--- src/rtl/enigma_rotor_sequencer_if.sv ---
// Signal bundle between the key/config front end, the rotor datapath and the sequencer.
// The sequencer takes the slave view; the front end or bench takes the master view.
interface enigma_rotor_sequencer_if;
  logic        key_valid;
  logic [4:0]  letter_in;
  logic        cfg_load;
  logic [14:0] cfg_pos;
  logic [4:0]  pos_l;
  logic [4:0]  pos_m;
  logic [4:0]  pos_r;
  logic [4:0]  dp_letter;
  logic [4:0]  dp_result;
  logic [4:0]  cipher_out;
  logic        cipher_valid;
  logic        busy;
  logic        err;

  modport slave (
    input  key_valid, letter_in, cfg_load, cfg_pos, dp_result,
    output pos_l, pos_m, pos_r, dp_letter, cipher_out, cipher_valid, busy, err
  );

  modport master (
    output key_valid, letter_in, cfg_load, cfg_pos, dp_result,
    input  pos_l, pos_m, pos_r, dp_letter, cipher_out, cipher_valid, busy, err
  );
endinterface

--- src/rtl/enigma_rotor_sequencer.sv ---
// Per-keypress Enigma controller: steps rotors, drives the datapath, captures the cipher letter.
// Define ENIGMA_DOUBLE_STEP_EN for the historical middle-rotor double step; default is pure odometer.
//
// state     | meaning
// S_IDLE    | waiting for a key press or a config load
// S_STEP    | advancing rotor positions (one edge)
// S_WAIT    | datapath settling, DP_LATENCY cycles
// S_CAPTURE | cipher_out just updated, cipher_valid high
// S_RELEASE | waiting for the key to be released
module enigma_rotor_sequencer #(
  parameter int NOTCH_R    = 21,
  parameter int NOTCH_M    = 4,
  parameter int DP_LATENCY = 2
) (
  input  logic                     clk,
  input  logic                     resetn,
  enigma_rotor_sequencer_if.slave  bus
);

  localparam logic [4:0] NOTCH_R5  = 5'(NOTCH_R);
  localparam logic [4:0] NOTCH_M5  = 5'(NOTCH_M);
  localparam logic [3:0] WAIT_LOAD = 4'(DP_LATENCY - 1);

  typedef enum logic [2:0] {
    S_IDLE,
    S_STEP,
    S_WAIT,
    S_CAPTURE,
    S_RELEASE
  } state_t;

  state_t     state, state_nxt;
  logic [4:0] pos_l_q, pos_l_nxt;
  logic [4:0] pos_m_q, pos_m_nxt;
  logic [4:0] pos_r_q, pos_r_nxt;
  logic [4:0] dp_letter_q, dp_letter_nxt;
  logic [4:0] cipher_q, cipher_nxt;
  logic       cv_q, cv_nxt;
  logic       err_q, err_nxt;
  logic [3:0] cnt_q, cnt_nxt;
  logic       step_m;
  logic       step_l;

  function automatic logic [4:0] inc26(input logic [4:0] v);
    return (v >= 5'd25) ? 5'd0 : v + 5'd1;
  endfunction

  function automatic logic [4:0] mod26(input logic [4:0] v);
    return (v > 5'd25) ? v - 5'd26 : v;
  endfunction

  // Notch tests look at pre-step positions.
`ifdef ENIGMA_DOUBLE_STEP_EN
  assign step_m = (pos_r_q == NOTCH_R5) || (pos_m_q == NOTCH_M5);
`else
  assign step_m = (pos_r_q == NOTCH_R5);
`endif
  assign step_l = (pos_m_q == NOTCH_M5);

  always_ff @(posedge clk) begin
    if (!resetn) begin
      state       <= S_IDLE;
      pos_l_q     <= '0;
      pos_m_q     <= '0;
      pos_r_q     <= '0;
      dp_letter_q <= '0;
      cipher_q    <= '0;
      cv_q        <= 1'b0;
      err_q       <= 1'b0;
      cnt_q       <= '0;
    end else begin
      state       <= state_nxt;
      pos_l_q     <= pos_l_nxt;
      pos_m_q     <= pos_m_nxt;
      pos_r_q     <= pos_r_nxt;
      dp_letter_q <= dp_letter_nxt;
      cipher_q    <= cipher_nxt;
      cv_q        <= cv_nxt;
      err_q       <= err_nxt;
      cnt_q       <= cnt_nxt;
    end
  end

  always_comb begin
    state_nxt     = state;
    pos_l_nxt     = pos_l_q;
    pos_m_nxt     = pos_m_q;
    pos_r_nxt     = pos_r_q;
    dp_letter_nxt = dp_letter_q;
    cipher_nxt    = cipher_q;
    cv_nxt        = 1'b0;
    err_nxt       = 1'b0;
    cnt_nxt       = cnt_q;
    case (state)
      S_IDLE: begin
        if (bus.key_valid) begin
          if (bus.letter_in <= 5'd25) begin
            dp_letter_nxt = bus.letter_in;
            state_nxt     = S_STEP;
          end else begin
            err_nxt   = 1'b1;
            state_nxt = S_RELEASE;
          end
        end else if (bus.cfg_load) begin
          pos_l_nxt = mod26(bus.cfg_pos[14:10]);
          pos_m_nxt = mod26(bus.cfg_pos[9:5]);
          pos_r_nxt = mod26(bus.cfg_pos[4:0]);
        end
      end
      S_STEP: begin
        pos_r_nxt = inc26(pos_r_q);
        pos_m_nxt = step_m ? inc26(pos_m_q) : pos_m_q;
        pos_l_nxt = step_l ? inc26(pos_l_q) : pos_l_q;
        cnt_nxt   = WAIT_LOAD;
        state_nxt = S_WAIT;
      end
      S_WAIT: begin
        // Capture happens on the edge that ends the last settle cycle.
        if (cnt_q == 4'd0) begin
          cipher_nxt = bus.dp_result;
          cv_nxt     = 1'b1;
          state_nxt  = S_CAPTURE;
        end else begin
          cnt_nxt = cnt_q - 4'd1;
        end
      end
      S_CAPTURE: state_nxt = S_RELEASE;
      S_RELEASE: begin
        if (!bus.key_valid) state_nxt = S_IDLE;
      end
      default: state_nxt = S_IDLE;
    endcase
  end

  assign bus.pos_l        = pos_l_q;
  assign bus.pos_m        = pos_m_q;
  assign bus.pos_r        = pos_r_q;
  assign bus.dp_letter    = dp_letter_q;
  assign bus.cipher_out   = cipher_q;
  assign bus.cipher_valid = cv_q;
  assign bus.err          = err_q;
  assign bus.busy         = (state != S_IDLE);

endmodule

--- src/flat_wrapper.sv ---
// flat-port wrapper written by rule: the top's interface ports become plain ports
module enigma_rotor_sequencer_flat 
#(
  parameter int NOTCH_R    = 21,
  parameter int NOTCH_M    = 4,
  parameter int DP_LATENCY = 2
)
  (clk, resetn, bus_key_valid, bus_letter_in, bus_cfg_load, bus_cfg_pos, bus_dp_result, bus_pos_l, bus_pos_m, bus_pos_r, bus_dp_letter, bus_cipher_out, bus_cipher_valid, bus_busy, bus_err);
  enigma_rotor_sequencer_if bus_i ();
  input  logic clk;
  input  logic resetn;
  input wire logic [$bits(bus_i.key_valid)-1:0] bus_key_valid;
  input wire logic [$bits(bus_i.letter_in)-1:0] bus_letter_in;
  input wire logic [$bits(bus_i.cfg_load)-1:0] bus_cfg_load;
  input wire logic [$bits(bus_i.cfg_pos)-1:0] bus_cfg_pos;
  input wire logic [$bits(bus_i.dp_result)-1:0] bus_dp_result;
  output wire logic [$bits(bus_i.pos_l)-1:0] bus_pos_l;
  output wire logic [$bits(bus_i.pos_m)-1:0] bus_pos_m;
  output wire logic [$bits(bus_i.pos_r)-1:0] bus_pos_r;
  output wire logic [$bits(bus_i.dp_letter)-1:0] bus_dp_letter;
  output wire logic [$bits(bus_i.cipher_out)-1:0] bus_cipher_out;
  output wire logic [$bits(bus_i.cipher_valid)-1:0] bus_cipher_valid;
  output wire logic [$bits(bus_i.busy)-1:0] bus_busy;
  output wire logic [$bits(bus_i.err)-1:0] bus_err;
  assign bus_i.key_valid = bus_key_valid;
  assign bus_i.letter_in = bus_letter_in;
  assign bus_i.cfg_load = bus_cfg_load;
  assign bus_i.cfg_pos = bus_cfg_pos;
  assign bus_i.dp_result = bus_dp_result;
  assign bus_pos_l = bus_i.pos_l;
  assign bus_pos_m = bus_i.pos_m;
  assign bus_pos_r = bus_i.pos_r;
  assign bus_dp_letter = bus_i.dp_letter;
  assign bus_cipher_out = bus_i.cipher_out;
  assign bus_cipher_valid = bus_i.cipher_valid;
  assign bus_busy = bus_i.busy;
  assign bus_err = bus_i.err;
  enigma_rotor_sequencer #(.NOTCH_R(NOTCH_R), .NOTCH_M(NOTCH_M), .DP_LATENCY(DP_LATENCY)) u_core (.clk(clk), .resetn(resetn), .bus(bus_i));
endmodule
--- config.mk ---
export PLATFORM = sky130hd
export DESIGN_NAME = enigma_rotor_sequencer_flat
export DESIGN_NICKNAME = d
export VERILOG_FILES = /design/src/rtl/enigma_rotor_sequencer_if.sv /design/src/rtl/enigma_rotor_sequencer.sv /design/src/flat_wrapper.sv
export SDC_FILE = /design/constraint.sdc
export NUM_CORES = 1
export LEC_CHECK = 0
export ABC_AREA = 1
export CAP_MARGIN = 10
export CELL_PAD_IN_SITES_DETAIL_PLACEMENT = 0
export CELL_PAD_IN_SITES_GLOBAL_PLACEMENT = 1
export CORE_ASPECT_RATIO = 1.25
export CORE_MARGIN = 3
export CORE_UTILIZATION = 35
export DETAILED_ROUTE_END_ITERATION = 7
export PLACE_DENSITY = 0.82
export SLEW_MARGIN = 15
export SYNTH_ARGS = -nofsm -noshare
export SYNTH_HDL_FRONTEND = slang
export SYNTH_SLANG_ARGS = --single-unit
--- constraint.sdc ---
create_clock -name clk -period 2.4 [get_ports clk]
set_input_delay 0.24 -clock clk [delete_from_list [all_inputs] [get_ports clk]]
set_output_delay 0.24 -clock clk [all_outputs]
set_load 0.01 [all_outputs]
# Word level (Yosys, flattened, before mapping)
# Index checks and enable logic that the tools add are counted.
totals:
  regBits: 34
classes:
  addsub: 7
  order_cmp: 7
  n_eq_ne: 14
  n_mux: 26
  reduce_logical: 14
op_table:
  columns: ["op", "n"]
  rows:
  - ["2-to-1 mux 5 bit", 14]
  - ["one-hot mux 5 bit (2 select lines)", 3]
  - ["adder 5 x 1 -> 5 bit (second input constant)", 3]
  - [">= comparator 5 bit (second input constant)", 3]
  - ["greater-than comparator 5 bit (second input constant)", 3]
  - ["one-hot mux 3 bit (5 select lines)", 1]
  - ["subtractor 5 bit (second input constant)", 3]
  - ["2-to-1 mux 3 bit", 4]
  - ["AND reduction 3 bit", 4]
  - ["!= test 2 bit (second input constant)", 5]
  - ["one-hot mux 4 bit (2 select lines)", 1]
  - ["AND reduction 4 bit", 2]
  - ["== test 3 x 2 -> 1 bit (second input constant)", 2]
  - ["!= test 2 x 1 -> 1 bit (second input constant)", 3]
  - ["AND reduction 2 bit", 3]
  - ["== test 5 x 3 -> 1 bit (second input constant)", 1]
  - ["== test 5 bit (second input constant)", 1]
  - ["<= comparator 5 bit (second input constant)", 1]
  - ["logical NOT 4 bit", 1]
  - ["2-to-1 mux 4 bit", 1]
  - ["nonzero test 2 bit", 2]
  - ["subtractor 4 x 1 -> 4 bit (second input constant)", 1]
  - ["== test 3 x 1 -> 1 bit (second input constant)", 1]
  - ["== test 3 bit (second input constant)", 1]
  - ["other kinds (3)", 4]

# Depth between registers and ports, before layout
logic_depth:
  ltp_word: 5
  depth_mapped: 11
  mapped_depth_nobuf: 11

# Worst setup path before layout
# Ideal clock, no wire load.
synth_timing:
  path_kind: "register -> register"
  startpoint: "reg u_core.pos_m_q[0] (netlist: u_core.bus.pos_m[0])"
  endpoint: "reg u_core.pos_l_q[0] (netlist: u_core.bus.pos_l[0])"
  arrival_ps: 1211
  required_time_ps: 2284
  slack_ps: 1074
  path_stages_with_launch: 11
  n_path_buf: 0
  synth_period_minus_slack_ps: 1326
  cell_sequence: "dfxtp_1 -> inv_1 -> ha_1 -> inv_1 -> nor2_1 -> nand2_1 -> nand2_1 -> nand2_1 -> nor2_1 -> o21ai_0 -> nor2_1"
synth_via:
  elab_chain_len: 3
synth_lines:
  columns: ["item", "line", "rtl"]
  rows:
  - ["from (decl)", "enigma_rotor_sequencer.sv:34", "logic [4:0] pos_m_q, pos_m_nxt;"]
  - ["from (signal assigned)", "enigma_rotor_sequencer.sv:74", "pos_m_q <= pos_m_nxt;"]
  - ["== test 5 x 3 -> 1 bit", "enigma_rotor_sequencer.sv:58", "assign step_l = (pos_m_q == NOTCH_M5);"]
  - ["!= test 2 x 1 -> 1 bit (no line)", null, null]
  - ["AND reduction 4 bit (no line)", null, null]
  - ["to (signal assigned)", "enigma_rotor_sequencer.sv:73", "pos_l_q <= pos_l_nxt;"]
  - ["to (decl)", "enigma_rotor_sequencer.sv:33", "logic [4:0] pos_l_q, pos_l_nxt;"]
# No other way between the ends.
# A chain may end at the register's enable or synchronous reset.

# Worst setup path after layout
layout_timing:
  startpoint: "reg u_core.state[0]"
  endpoint: "out bus_busy"
layout_via:
  elab_chain_len: 1
layout_lines:
  columns: ["item", "line", "rtl"]
  rows:
  - ["from (decl)", "enigma_rotor_sequencer.sv:32", "state_t state, state_nxt;"]
  - ["from (signal assigned)", "enigma_rotor_sequencer.sv:72", "state <= state_nxt;"]
  - ["nonzero test 3 bit", "enigma_rotor_sequencer.sv:142", "assign bus.busy = (state != S_IDLE);"]
  - ["to (decl)", "flat_wrapper.sv:23", "output wire logic [$bits(bus_i.busy)-1:0] bus_busy;"]
# No other way between the ends.

==> summary.md <==
| Metric | Value |
|---|---|
| Filler Cell Count | 670 |
| DP Cell Count | 508 |
| Worst hold path type | flip-flop to flip-flop |
| Outcome | finished clean |
| Vias in the first global route | 2,270 |
| Reg2Reg Depth | 9 |
| Max Slew Vio Count | 0 |
| Top-area cell type share of the netlist area | 28.6% |
| Synth Area in XOR/XNOR | 2.21% |
| Max-cap viol count | 0 |
| Non-filler instance count after layout | 516 |
| Post-route design area | 3160 sq um |
| Largest net degree at the start of global routing | 14 |
| CTS max path bufs | 2 |
| Via density | 4.63 |
| CTS tree | yes |
| Final setup vio count | 0 |
| Netlist cell types | 30 |
| Die Y | 98.1 microns |
| Worst slew pin tran | 472 ps |
| Critical path origin | u_core.state[0] |
| Number of synthesized flops with an enable pin | 0 |
| Synth Warn # | 0 |
| Top Ports | 57 |
| GRT Util Overall | 16.1% |
| Peak supply drop | 0.457 mV |
| Pwr/cell area | 1140 nW/um^2 |
| Detailed Route Iter0 Violations | 43 |
| CTS resizes | 0 |
| Cell taking the most area after synthesis | dfxtp_1 |
| Post-Syn Area | 2380 sq um |
| Hold-fix buffers, CTS | 0 |
| Clock transition at the registers of the reported paths | 80 ps |
| Worst path slowest cell | clkdlybuf4s50_1 |
| Setup_tns | 0 ps |
| R2R setup slack | 830 ps |
| DRT Pass-1 Iters | 4 |
| Final period util | 72.2% |
| Critical path endpoint category | output port |
| Placement Rows | 32 |
| Register area share after synthesis | 28.6% |
| NumNets Final | 474 |
| Residual DRC count | 0 |
| Startpoint Class | flip-flop |
| Clock root buffer | clkbuf_8 |
| Global route overflow | 0 |
| Fin. Hold Viols | 0 |
| Crit-path max FO | 6 |
| Initial Util | 37.3% |
| Share of cells above drive strength 1 | 7.19% |
| Post-Syn Area per Cell | 6.43 sq um |
| Worst EP required | 2160 ps |
| Proportion of synthesized area in mux cells | 0% |
| Clock network latency to the later pin of the worst-skew pair | 290 ps |
| Critical path class | flip-flop to output port |
| Final Wtd Congestion | 0.797 |
| Highest clock rate | 577 MHz |
| Clk_skew | 9.38 ps |
| Synthesis-stage register bit count | 34 |
| Postcts setup bufs | 0 |
| Htree depth | 2 |
| Async SR Flop Fraction | 0% |
| Worst rel slew slack | 68.4% |
| Post-synthesis adder-cell area fraction | 7.89% |
| RSZ-0062 raised after global routing | false |
| Sink Count | 34 |
| Util after Layout | 49.7% |
| DR vias | 2,388 |
| Largest family of logic cells by synthesized area | simple AND/OR/NAND/NOR gates |
| Crit-path leading delay family | buffers and inverters |
| HPWL after DPL | 4.57 mm |
| Critical path depth in cells | 3 |
| Synth Flop Type | dfxtp_1 |
| Critical Path Max Stage Delay | 550 ps |
| Minimum clock period | 1730 ps |
| FF-to-FF End | u_core.bus.pos_l[4] |
| ANT nets after route | 0 |
| DIE WIDTH | 79.7 microns |
| Cell Chain, Critical Path | nor2_4 -> nand2_4 -> clkdlybuf4s50_1 |
| Die ar. | 7820 sq um |
| Final wirelength | 5.95 mm |
| Setup crit end | bus_busy |
| FF+latch area | 681 sq um |
| Area occupied by multi-input gates | 1460 sq um |
| Worst r2r src | u_core.state[2] |
| CTS buffer count | 5 |
| Data arrival, critical path | 1490 ps |
| WL per Instance | 11.5 microns |
| Crit path buf inv count | 1 |
| Cells after Synth | 370 |
| Global-route wire length before repair | 10.2 mm |
| Initial antenna violation count | 0 |
| Core ar. | 6370 sq um |
| Largest cells by area after synthesis | dfxtp_1 (29%), nand2_1 (16%), nor2_1 (8.8%) |
| Area after DPL | 3020 sq um |
| Syn nets | 414 |
| Simple-gate share of the synthesized area | 40.9% |
| Antenna diodes | 0 |
| Synth Area in Compound Gates | 10.4% |
| IO buf count | 56 |
| Layout area overhead | 33.0% |
| Leakage | 1.50 nW |
metrics by stage:
stage	hold slack, ps	power [mW]	setup slack [ps]
after floorplan	375	2.31	1070
after global placement	446	2.98	616
after detailed placement	445	2.98	602
after CTS	461	3.65	645
after global routing	478	3.97	581
final	457	3.60	667
worst reg2reg max path: cells and delay by family, from the launching register on:
family	cells	cell delay, ps
buffers and inverters	3	460
AND/OR/NAND/NOR	4	460
flip-flops	1	370
AO/OA/AOI/OAI	2	180
layer usage:
layer	GRT usage, %	routed length [microns]
met1	20.1	2770
met2	27.0	2810
met3	4.15	304
met4	4.76	63
met5	0	0
cells in the mapped netlist, types with 2 or more instances:
library cell,n
nand3_2,3
o21bai_1,2
nand4_1,6
a21oi_1,24
nor2_4,2
dfxtp_1,34
o21ai_0,19
nand2_1,103
nand2_4,4
xor2_1,3
ha_1,15
nor2_1,56
inv_2,3
xnor2_1,3
clkbuf_1,3
nand3b_1,4
nor3_1,2
inv_1,47
nand3_1,25
nand3_4,2
cell families (layout without fill, tap and decap cells):
kind of cell               after synthesis  count (layout)
AOI/OAI and AO/OA                       47              47
xor gates and xnor gates                 6               6
adders and majority gates               15              15
buffers and inverters                   57             118
DFF                                     34              34
and+or+nand+nor                        211             211
cells in the final DEF (no fill, tap or decap), drive strengths merged:
master and instances:
nand3 30, clkdlybuf4s50 56, inv 51, xor2 3
a21oi 25, xnor2 3, nand4 6, and2 1
or2 1, dfxtp 34, nor2 59, ha 15
clkbuf 5, nand3b 5, nor3 2, buf 3
bufinv 2, clkinv 1, o21bai 2, o21ai 20
nand2 107
where the power goes:
part,total [mW],switching (mW),internal (mW)
clock network,0.650,0.234,0.416
logic,1.94,1.10,0.840
registers,1.01,0.253,0.758
state kept, by name, summed over array words and instances (netlist names):
name / count
u_core.bus.dp_letter: 5
u_core.bus.cipher_valid: 1
u_core.bus.cipher_out: 5
u_core.state: 3
u_core.bus.pos_r: 5
u_core.cnt_q: 4
u_core.bus.err: 1
u_core.bus.pos_l: 5
u_core.bus.pos_m: 5
worst min-delay path by stage:
| stage | cells past startpoint | start | to |
|---|---|---|---|
| after floorplan | 2 | bus_dp_result[0] | u_core.bus.cipher_out[0] |
| after global placement | 2 | u_core.bus.dp_letter[3] | u_core.bus.dp_letter[3] |
| after detailed placement | 2 | u_core.bus.dp_letter[3] | u_core.bus.dp_letter[3] |
| after CTS | 2 | u_core.bus.dp_letter[4] | u_core.bus.dp_letter[4] |
| after global routing | 2 | u_core.bus.dp_letter[4] | u_core.bus.dp_letter[4] |
| final | 2 | u_core.bus.dp_letter[4] | u_core.bus.dp_letter[4] |
area by class of cell:
| cell class | instances | area share, % |
|---|---|---|
| Timing Repair Buffer | 59 | 18.4 |
| Inverter | 51 | 6.13 |
| Clock buffer | 5 | 2.18 |
| Clock inverter | 3 | 2.18 |
| Tap cell | 85 | 3.36 |
| Sequential cell | 34 | 21.5 |
| Multi-Input combinational cell | 279 | 46.2 |
No activity file was read; power rests on OpenSTA's default activity.
